`config.mk`:
```
export PLATFORM = sky130hd
export DESIGN_NAME = maxpool2x2_controller_flat
export DESIGN_NICKNAME = d
export VERILOG_FILES = /design/src/rtl/maxpool2x2_controller_if.sv /design/src/rtl/maxpool2x2_controller.sv /design/src/flat_wrapper.sv
export SDC_FILE = /design/constraint.sdc
export NUM_CORES = 1
export LEC_CHECK = 0
export ABC_AREA = 1
export BUFFER_PORTS_ARGS = -buffer_cell sky130_fd_sc_hd__buf_2
export CAP_MARGIN = 20
export CORE_ASPECT_RATIO = 1.2
export CORE_MARGIN = 8
export CORE_UTILIZATION = 25
export DETAILED_ROUTE_END_ITERATION = 16
export PLACE_DENSITY = 0.49
export RECOVER_POWER = 25
export SLEW_MARGIN = 20
export SYNTH_ARGS = -nofsm -noshare
export SYNTH_HDL_FRONTEND = slang
export SYNTH_SLANG_ARGS = --single-unit
```
`constraint.sdc`:
```
create_clock -name clk -period 3.39 [get_ports clk]
set_input_delay 0.5085 -clock clk [delete_from_list [all_inputs] [get_ports clk]]
set_output_delay 0.5085 -clock clk [all_outputs]
set_load 0.03 [all_outputs]
```
`src/rtl/maxpool2x2_controller_if.sv`:
```
// rtl/maxpool2x2_controller_if.sv - handshake and BRAM port bundle for the 2x2 max-pool controller
//
// Purpose: groups the start/busy/done handshake, the conv BRAM read port and
// the pool BRAM write port of maxpool2x2_controller.
// Ports (signals):
//   start      controller input   run request, sampled only in IDLE
//   busy       controller output  run in progress
//   done       controller output  one-cycle completion pulse
//   ena_in     controller output  conv BRAM read enable
//   addra_in   controller output  conv BRAM read address
//   douta_in   controller input   conv BRAM read data, signed
//   ena_out    controller output  pool BRAM enable
//   wea_out    controller output  pool BRAM write enable
//   addra_out  controller output  pool BRAM write address
//   dina_out   controller output  pooled value
// Modports: master = controller side, slave = environment/BRAM side.
interface maxpool2x2_controller_if #(
    parameter int DATA_WIDTH         = 16,
    parameter int ADDRESS_LENGTH_IN  = 10,
    parameter int ADDRESS_LENGTH_OUT = 8
);
    logic                          start;
    logic                          busy;
    logic                          done;
    logic                          ena_in;
    logic [ADDRESS_LENGTH_IN-1:0]  addra_in;
    logic [DATA_WIDTH-1:0]         douta_in;
    logic                          ena_out;
    logic                          wea_out;
    logic [ADDRESS_LENGTH_OUT-1:0] addra_out;
    logic [DATA_WIDTH-1:0]         dina_out;

    modport master (
        input  start, douta_in,
        output busy, done, ena_in, addra_in, ena_out, wea_out, addra_out, dina_out
    );

    modport slave (
        output start, douta_in,
        input  busy, done, ena_in, addra_in, ena_out, wea_out, addra_out, dina_out
    );
endinterface

```
`src/rtl/maxpool2x2_controller.sv`:
```
// rtl/maxpool2x2_controller.sv - signed 2x2 stride-2 max pool sequencer between conv and pool BRAMs
//
// Purpose: on a start pulse, reads one IN_WIDTH x IN_HEIGHT feature map from the
// conv BRAM (one read per cycle, windows in raster order), keeps a signed running
// max per 2x2 window and writes one pooled sample per window to the pool BRAM.
// Ports:
//   clk   clock
//   rstn  asynchronous active-low reset
//   bus   maxpool2x2_controller_if.master (start/busy/done, conv read port, pool write port)
// Optional feature: define MAXPOOL_RELU_EN to clamp negative pooled values to 0.
module maxpool2x2_controller #(
    parameter int IN_WIDTH           = 24,
    parameter int IN_HEIGHT          = 24,
    parameter int DATA_WIDTH         = 16,
    parameter int ADDRESS_LENGTH_IN  = 10,
    parameter int ADDRESS_LENGTH_OUT = 8,
    parameter int RD_LATENCY         = 1
) (
    input  logic                    clk,
    input  logic                    rstn,
    maxpool2x2_controller_if.master bus
);
    localparam int OUT_W = IN_WIDTH / 2;
    localparam int OUT_H = IN_HEIGHT / 2;
    localparam int N     = OUT_W * OUT_H;
    localparam int AI    = ADDRESS_LENGTH_IN;
    localparam int AO    = ADDRESS_LENGTH_OUT;
    localparam int DW    = DATA_WIDTH;
    localparam int CW    = AO + 1;
    localparam int TL    = RD_LATENCY - 1;

    typedef enum logic [1:0] {
        S_IDLE  = 2'd0,
        S_READ  = 2'd1,
        S_DRAIN = 2'd2,
        S_FIN   = 2'd3
    } state_t;

    state_t               r_state;
    state_t               w_state_next;

    logic [AI-1:0]        r_ox;
    logic [AI-1:0]        r_oy;
    logic [1:0]           r_sub;            // {dy, dx} inside the current window

    logic                 r_tag_v [RD_LATENCY];
    logic                 r_tag_f [RD_LATENCY];
    logic                 r_tag_l [RD_LATENCY];

    logic signed [DW-1:0] r_max;
    logic                 r_wr_en;
    logic [AO-1:0]        r_wr_addr;
    logic [DW-1:0]        r_wr_data;
    logic [CW-1:0]        r_wr_cnt;         // one bit wider so N == 2^AO still compares

    logic                 w_reading;
    logic                 w_start_acc;
    logic                 w_last_col;
    logic                 w_last_read;
    logic                 w_issue_wr;
    logic                 w_final_wr;
    logic [AI-1:0]        w_rd_addr;
    logic signed [DW-1:0] w_din;
    logic signed [DW-1:0] w_max_next;
    logic signed [DW-1:0] w_pool_val;

    assign w_reading   = (r_state == S_READ);
    assign w_start_acc = (r_state == S_IDLE) && bus.start;
    assign w_last_col  = (r_ox == AI'(OUT_W - 1));
    assign w_last_read = w_reading && (r_sub == 2'd3) && w_last_col && (r_oy == AI'(OUT_H - 1));

    // (2*oy+dy)*IN_WIDTH + 2*ox + dx; trailing odd row/column never addressed
    assign w_rd_addr = (AI'(2) * r_oy + AI'(r_sub[1])) * AI'(IN_WIDTH)
                     + AI'(2) * r_ox + AI'(r_sub[0]);

    // The oldest tag lines up with the data currently on douta_in
    assign w_din      = bus.douta_in;
    assign w_max_next = (r_tag_f[TL] || (w_din > r_max)) ? w_din : r_max;
    assign w_issue_wr = r_tag_v[TL] && r_tag_l[TL];
    assign w_final_wr = r_wr_en && (r_wr_cnt == CW'(N));

`ifdef MAXPOOL_RELU_EN
    assign w_pool_val = w_max_next[DW-1] ? '0 : w_max_next;
`else
    assign w_pool_val = w_max_next;
`endif

    // FSM state register
    always_ff @(posedge clk or negedge rstn) begin
        if (!rstn) begin
            r_state <= S_IDLE;
        end else begin
            r_state <= w_state_next;
        end
    end

    // FSM next state
    always_comb begin
        w_state_next = r_state;
        case (r_state)
            S_IDLE:  if (bus.start)  w_state_next = S_READ;
            S_READ:  if (w_last_read) w_state_next = S_DRAIN;
            S_DRAIN: if (w_final_wr)  w_state_next = S_FIN;
            S_FIN:   w_state_next = S_IDLE;
            default: w_state_next = S_IDLE;
        endcase
    end

    // FSM outputs
    always_comb begin
        bus.busy      = (r_state != S_IDLE);
        bus.done      = (r_state == S_FIN);
        bus.ena_in    = w_reading;
        bus.addra_in  = w_reading ? w_rd_addr : '0;
        bus.ena_out   = r_wr_en;
        bus.wea_out   = r_wr_en;
        bus.addra_out = r_wr_addr;
        bus.dina_out  = r_wr_data;
    end

    // Window / sub-window read counters
    always_ff @(posedge clk or negedge rstn) begin
        if (!rstn) begin
            r_ox  <= '0;
            r_oy  <= '0;
            r_sub <= '0;
        end else if (w_start_acc) begin
            r_ox  <= '0;
            r_oy  <= '0;
            r_sub <= '0;
        end else if (w_reading) begin
            r_sub <= r_sub + 2'd1;
            if (r_sub == 2'd3) begin
                if (w_last_col) begin
                    r_ox <= '0;
                    r_oy <= r_oy + AI'(1);
                end else begin
                    r_ox <= r_ox + AI'(1);
                end
            end
        end
    end

    // Read-issue tags travel alongside the BRAM latency
    always_ff @(posedge clk or negedge rstn) begin
        if (!rstn) begin
            for (int i = 0; i < RD_LATENCY; i++) begin
                r_tag_v[i] <= 1'b0;
                r_tag_f[i] <= 1'b0;
                r_tag_l[i] <= 1'b0;
            end
        end else begin
            r_tag_v[0] <= w_reading;
            r_tag_f[0] <= w_reading && (r_sub == 2'd0);
            r_tag_l[0] <= w_reading && (r_sub == 2'd3);
            for (int i = 1; i < RD_LATENCY; i++) begin
                r_tag_v[i] <= r_tag_v[i-1];
                r_tag_f[i] <= r_tag_f[i-1];
                r_tag_l[i] <= r_tag_l[i-1];
            end
        end
    end

    // Running max and write port; address/data are zero outside write cycles
    always_ff @(posedge clk or negedge rstn) begin
        if (!rstn) begin
            r_max     <= '0;
            r_wr_en   <= 1'b0;
            r_wr_addr <= '0;
            r_wr_data <= '0;
            r_wr_cnt  <= '0;
        end else begin
            if (r_tag_v[TL]) begin
                r_max <= w_max_next;
            end
            r_wr_en   <= w_issue_wr;
            r_wr_addr <= w_issue_wr ? r_wr_cnt[AO-1:0] : '0;
            r_wr_data <= w_issue_wr ? w_pool_val : '0;
            if (w_start_acc) begin
                r_wr_cnt <= '0;
            end else if (w_issue_wr) begin
                r_wr_cnt <= r_wr_cnt + CW'(1);
            end
        end
    end
endmodule

```
`src/flat_wrapper.sv`:
```
// flat-port wrapper written by rule: the top's interface ports become plain ports
module maxpool2x2_controller_flat 
#(
    parameter int IN_WIDTH           = 24,
    parameter int IN_HEIGHT          = 24,
    parameter int DATA_WIDTH         = 16,
    parameter int ADDRESS_LENGTH_IN  = 10,
    parameter int ADDRESS_LENGTH_OUT = 8,
    parameter int RD_LATENCY         = 1
)
  (clk, rstn, bus_start, bus_douta_in, bus_busy, bus_done, bus_ena_in, bus_addra_in, bus_ena_out, bus_wea_out, bus_addra_out, bus_dina_out);
  maxpool2x2_controller_if #(.DATA_WIDTH(DATA_WIDTH), .ADDRESS_LENGTH_IN(ADDRESS_LENGTH_IN), .ADDRESS_LENGTH_OUT(ADDRESS_LENGTH_OUT)) bus_i ();
  input  logic clk;
  input  logic rstn;
  input wire logic [$bits(bus_i.start)-1:0] bus_start;
  input wire logic [$bits(bus_i.douta_in)-1:0] bus_douta_in;
  output wire logic [$bits(bus_i.busy)-1:0] bus_busy;
  output wire logic [$bits(bus_i.done)-1:0] bus_done;
  output wire logic [$bits(bus_i.ena_in)-1:0] bus_ena_in;
  output wire logic [$bits(bus_i.addra_in)-1:0] bus_addra_in;
  output wire logic [$bits(bus_i.ena_out)-1:0] bus_ena_out;
  output wire logic [$bits(bus_i.wea_out)-1:0] bus_wea_out;
  output wire logic [$bits(bus_i.addra_out)-1:0] bus_addra_out;
  output wire logic [$bits(bus_i.dina_out)-1:0] bus_dina_out;
  assign bus_i.start = bus_start;
  assign bus_i.douta_in = bus_douta_in;
  assign bus_busy = bus_i.busy;
  assign bus_done = bus_i.done;
  assign bus_ena_in = bus_i.ena_in;
  assign bus_addra_in = bus_i.addra_in;
  assign bus_ena_out = bus_i.ena_out;
  assign bus_wea_out = bus_i.wea_out;
  assign bus_addra_out = bus_i.addra_out;
  assign bus_dina_out = bus_i.dina_out;
  maxpool2x2_controller #(.IN_WIDTH(IN_WIDTH), .IN_HEIGHT(IN_HEIGHT), .DATA_WIDTH(DATA_WIDTH), .ADDRESS_LENGTH_IN(ADDRESS_LENGTH_IN), .ADDRESS_LENGTH_OUT(ADDRESS_LENGTH_OUT), .RD_LATENCY(RD_LATENCY)) u_core (.clk(clk), .rstn(rstn), .bus(bus_i));
endmodule
```
==> flow_metrics.py <==
metrics = {
    "run_status": {
        "status": "completed",
    },
    "critical_path": {
        "worst_r2r_startpoint": "u_core.r_max[15]$_DFFE_PN0P_",
        "crit_path_end_kind": "output port",
        "cp_data_required_time_ps": 2880,
        "crit_type": "flop to output port",
        "cp_max_fo": 5,
        "cp.arrival_ps": 2700,
        "crit_start": "u_core.r_oy[0]$_DFFE_PN0P_",
        "setup.worst_path.start_class": "flop",
    },
    "power_and_ir_drop": {
        "power_density_nw_per_um2": 348.5,
        "fin_total_pwr_mw": 1.947,
        "leakagePower_nw": 3.071,
        "ir_drop_mv": 0.1820,
    },
    "yosys": {
        "avgSynthCellArea_sq_um": 8.140,
        "syn_inst": 583,
        "synth_cell_types": 37,
        "synth_area_sq_um": 4746,
        "synth_warnings": 0,
        "synth_nets": 644,
        "yosys_register_bits": 77,
        "ys_seq_area_share_pct": 40.60,
    },
    "global_routing": {
        "antenna_found_initial": 0,
        "grt_max_degree": 53,
        "grt_pass1_vias": 3883,
        "grt_use_total_pct": 10.43,
        "grt_overflow": 0,
        "grt_pass1_wl_um": 19560,
    },
    "floorplanning": {
        "start_util_pct": 25.35,
        "dieHeight_um": 166.9,
        "die_w_um": 141.8,
        "io_pins": 58,
        "die_area_sq_um": 23670,
        "core_area_sq_um": 18720,
        "row_count": 55,
    },
    "clocking": {
        "clk_latency_ps": 350,
        "tritoncts": "yes",
        "htreeDepth": 3,
        "cts_buffers": 9,
        "clk_path_buf_depth": 2,
        "clock_sinks": 77,
        "ctsHoldBuffers": 0,
        "cts.reportedPaths.clkPinSlew_ps": 60,
        "ctsRootBufferMaster": "clkbuf_16",
    },
    "cells_and_area": {
        "final_cells": 903,
        "area_delta_synth_final_pct": 17.72,
        "mostFrequentLayoutCells": "nand2_1, inv_1, dfrtp_1, nand3_1, buf_2",
        "nets": 703,
        "layout-drive-gt1-share_pct": 20.25,
        "final_common_cell": "nand2_1",
        "insertedDiodeCount": 0,
        "stdcell_area_sq_um": 5587,
        "n_fill_cell": 2077,
    },
    "timing": {
        "final_hold_viol_count": 0,
        "max_slew.worst_pin.slew_ps": 1350,
        "min_period_ps": 3205,
        "finClkSkew_ps": 10.47,
        "holdWs_ps": 411.3,
        "finalSetupViolations": 0,
        "slew_headroom_pct": 10.02,
        "maxSlewViolCount": 0,
        "period_share_pct": 94.53,
        "rsz0062_at_grt": "false",
        "fmax_mhz": 312.1,
        "tns_ps": 0,
    },
    "placed_design": {
        "dp.cells": 885,
        "gp_congestion": 0.7572,
        "hpwlAfterDp_um": 8450,
        "io_buffers": 57,
        "place_area_sq_um": 5279,
    },
    "hold_path": {
        "min_from": "bus_douta_in[0]",
        "hold_path_class": "primary input to flop",
    },
    "route": {
        "first_pass_iters": 4,
        "wirelength_um": 11690,
        "final_antenna_net_count": 0,
        "vias": 3853,
        "viasPerCell": 4.267,
        "drt_iter0_drc": 193,
        "wl_per_cell_um": 12.95,
        "drcViolationCount": 0,
    },
    "flow_run": {
        "maxCapViolCount": 0,
    },
}
## metal layers
metal | share of wire (%) | vias to the layer above | GRT usage (%)
li1 | - | 1998 | -
met1 | 46 | 1777 | 12.05
met2 | 49 | 64 | 18.15
met3 | 3.5 | 14 | 2.660
met4 | 1.6 | 0 | 3.790
met5 | 0 | - | 0
## area by class of cell
class | instances | area (sq um) | share of cell area [%]
Timing Repair Buffer | 66 | 355.3 | 6.361
Inverter | 99 | 371.6 | 6.652
Sequential cell | 77 | 1928 | 34.51
Clock buffer | 10 | 239.0 | 4.278
Clock inverter | 6 | 46.29 | 0.8287
Tap cell | 256 | 320.3 | 5.733
Multi-Input combinational cell | 389 | 2326 | 41.63
## through the flow
step | setup slack (ps) | utilization (%)
after global routing | 45.70 | 29.85
final | 185.4 | 29.85
after detailed placement | 381.8 | 28.20
after CTS | 27.12 | 29.75
after global placement | 378.5 | 28.20
after floorplan | 382.2 | -
## state kept, by name, indices dropped and copies added (netlist names)
signal and cells:
u_core.r_max 16, u_core.r_state 2, u_core.r_wr_cnt 9, u_core.bus.addra_out 8, u_core.r_sub 2, u_core.bus.ena_out 1
u_core.r_tag_l 1, u_core.r_tag_v 1, u_core.bus.dina_out 16, u_core.r_ox 10, u_core.r_oy 10, u_core.r_tag_f 1
## worst max-delay path, stage by stage (launching register included)
cell and delay (ps):
dfrtp_2 430, buf_4 150, fa_1 450, xor2_1 180, ha_1 330, a21oi_2 180, nor2_1 60, o21ai_1 120
nand2_1 80, nand3_1 80, nand2_1 50, nor2_1 80, buf_4 160
## synthesized netlist by cell type
cell type,n,area (sq um)
o21ai_0,25,125.1
buf_2,2,10.01
buf_12,1,20.02
nor2_1,28,105.1
nor4_1,2,12.51
a31oi_1,1,6.260
a211oi_1,3,22.52
buf_6,1,11.26
nand2_4,2,22.52
or2_2,1,6.260
a21oi_1,30,150.1
o21bai_1,1,7.510
o21ai_1,2,10.01
dfrtp_1,77,1927
nor2_2,1,6.260
inv_2,1,3.750
inv_1,98,367.9
buf_1,1,3.750
nand4_1,9,56.30
nor3_1,15,75.07
o31ai_1,2,15.01
nor3b_1,1,7.510
clkbuf_1,6,22.52
nor3_2,1,10.01
ha_1,40,500.5
xor2_1,11,96.34
buf_4,6,45.04
a21oi_2,16,140.1
nand2_1,106,397.9
nor2_4,1,11.26
nand3_1,65,325.3
buf_8,1,15.01
o22ai_1,2,12.51
nand2_8,1,20.02
nor4_2,1,12.51
nand2_2,20,125.1
fa_1,2,40.04
## path summary, 6_finish.rpt
path | end | slack (ps) | depth (start not counted)
setup reg to reg | u_core.r_max[2]$_DFFE_PN0P_ | 1000 | 13
hold reg to reg | u_core.r_wr_cnt[8]$_DFFE_PN0P_ | 460 | 1
max in group asynchronous | u_core.r_oy[0]$_DFFE_PN0P_ | 2020 | 1
min in group asynchronous | u_core.r_wr_cnt[7]$_DFFE_PN0P_ | 460 | 1
hold / removal | u_core.bus.dina_out[0]$_DFF_PN0_ | 410 | 3
setup / recovery | bus_addra_in[9] | 190 | 12
## what timing repair did
| item | 4_1_cts | 5_1_grt |
|---|---|---|
| pin swaps | 0 | 1 |
| endpoints found under the setup margin | 1 | 2 |
| buffers inserted | 0 | 2 |
| cloned | 0 | 0 |
| gates resized for setup | 1 | 7 |
## report_power, final
part | total (mW) | internal [mW] | switching [mW]
clock | 0.936 | 0.520 | 0.417
combinational | 0.0920 | 0.0260 | 0.0660
sequential | 0.919 | 0.919 | 0
## logic make-up (layout without fill, tap and decap cells)
| group | after synthesis | in the layout | synth area share, % |
|---|---|---|---|
| AO/OA/AOI/OAI | 82 | 82 | 10.31 |
| adder cells (fa/ha/maj) | 42 | 42 | 11.39 |
| AND/OR/NAND/NOR | 254 | 254 | 25.15 |
| XOR/XNOR | 11 | 11 | 2.030 |
| flip-flops | 77 | 77 | 40.60 |
| buffers and inverters | 117 | 181 | 10.52 |
Power figures use the tool's default switching activity.
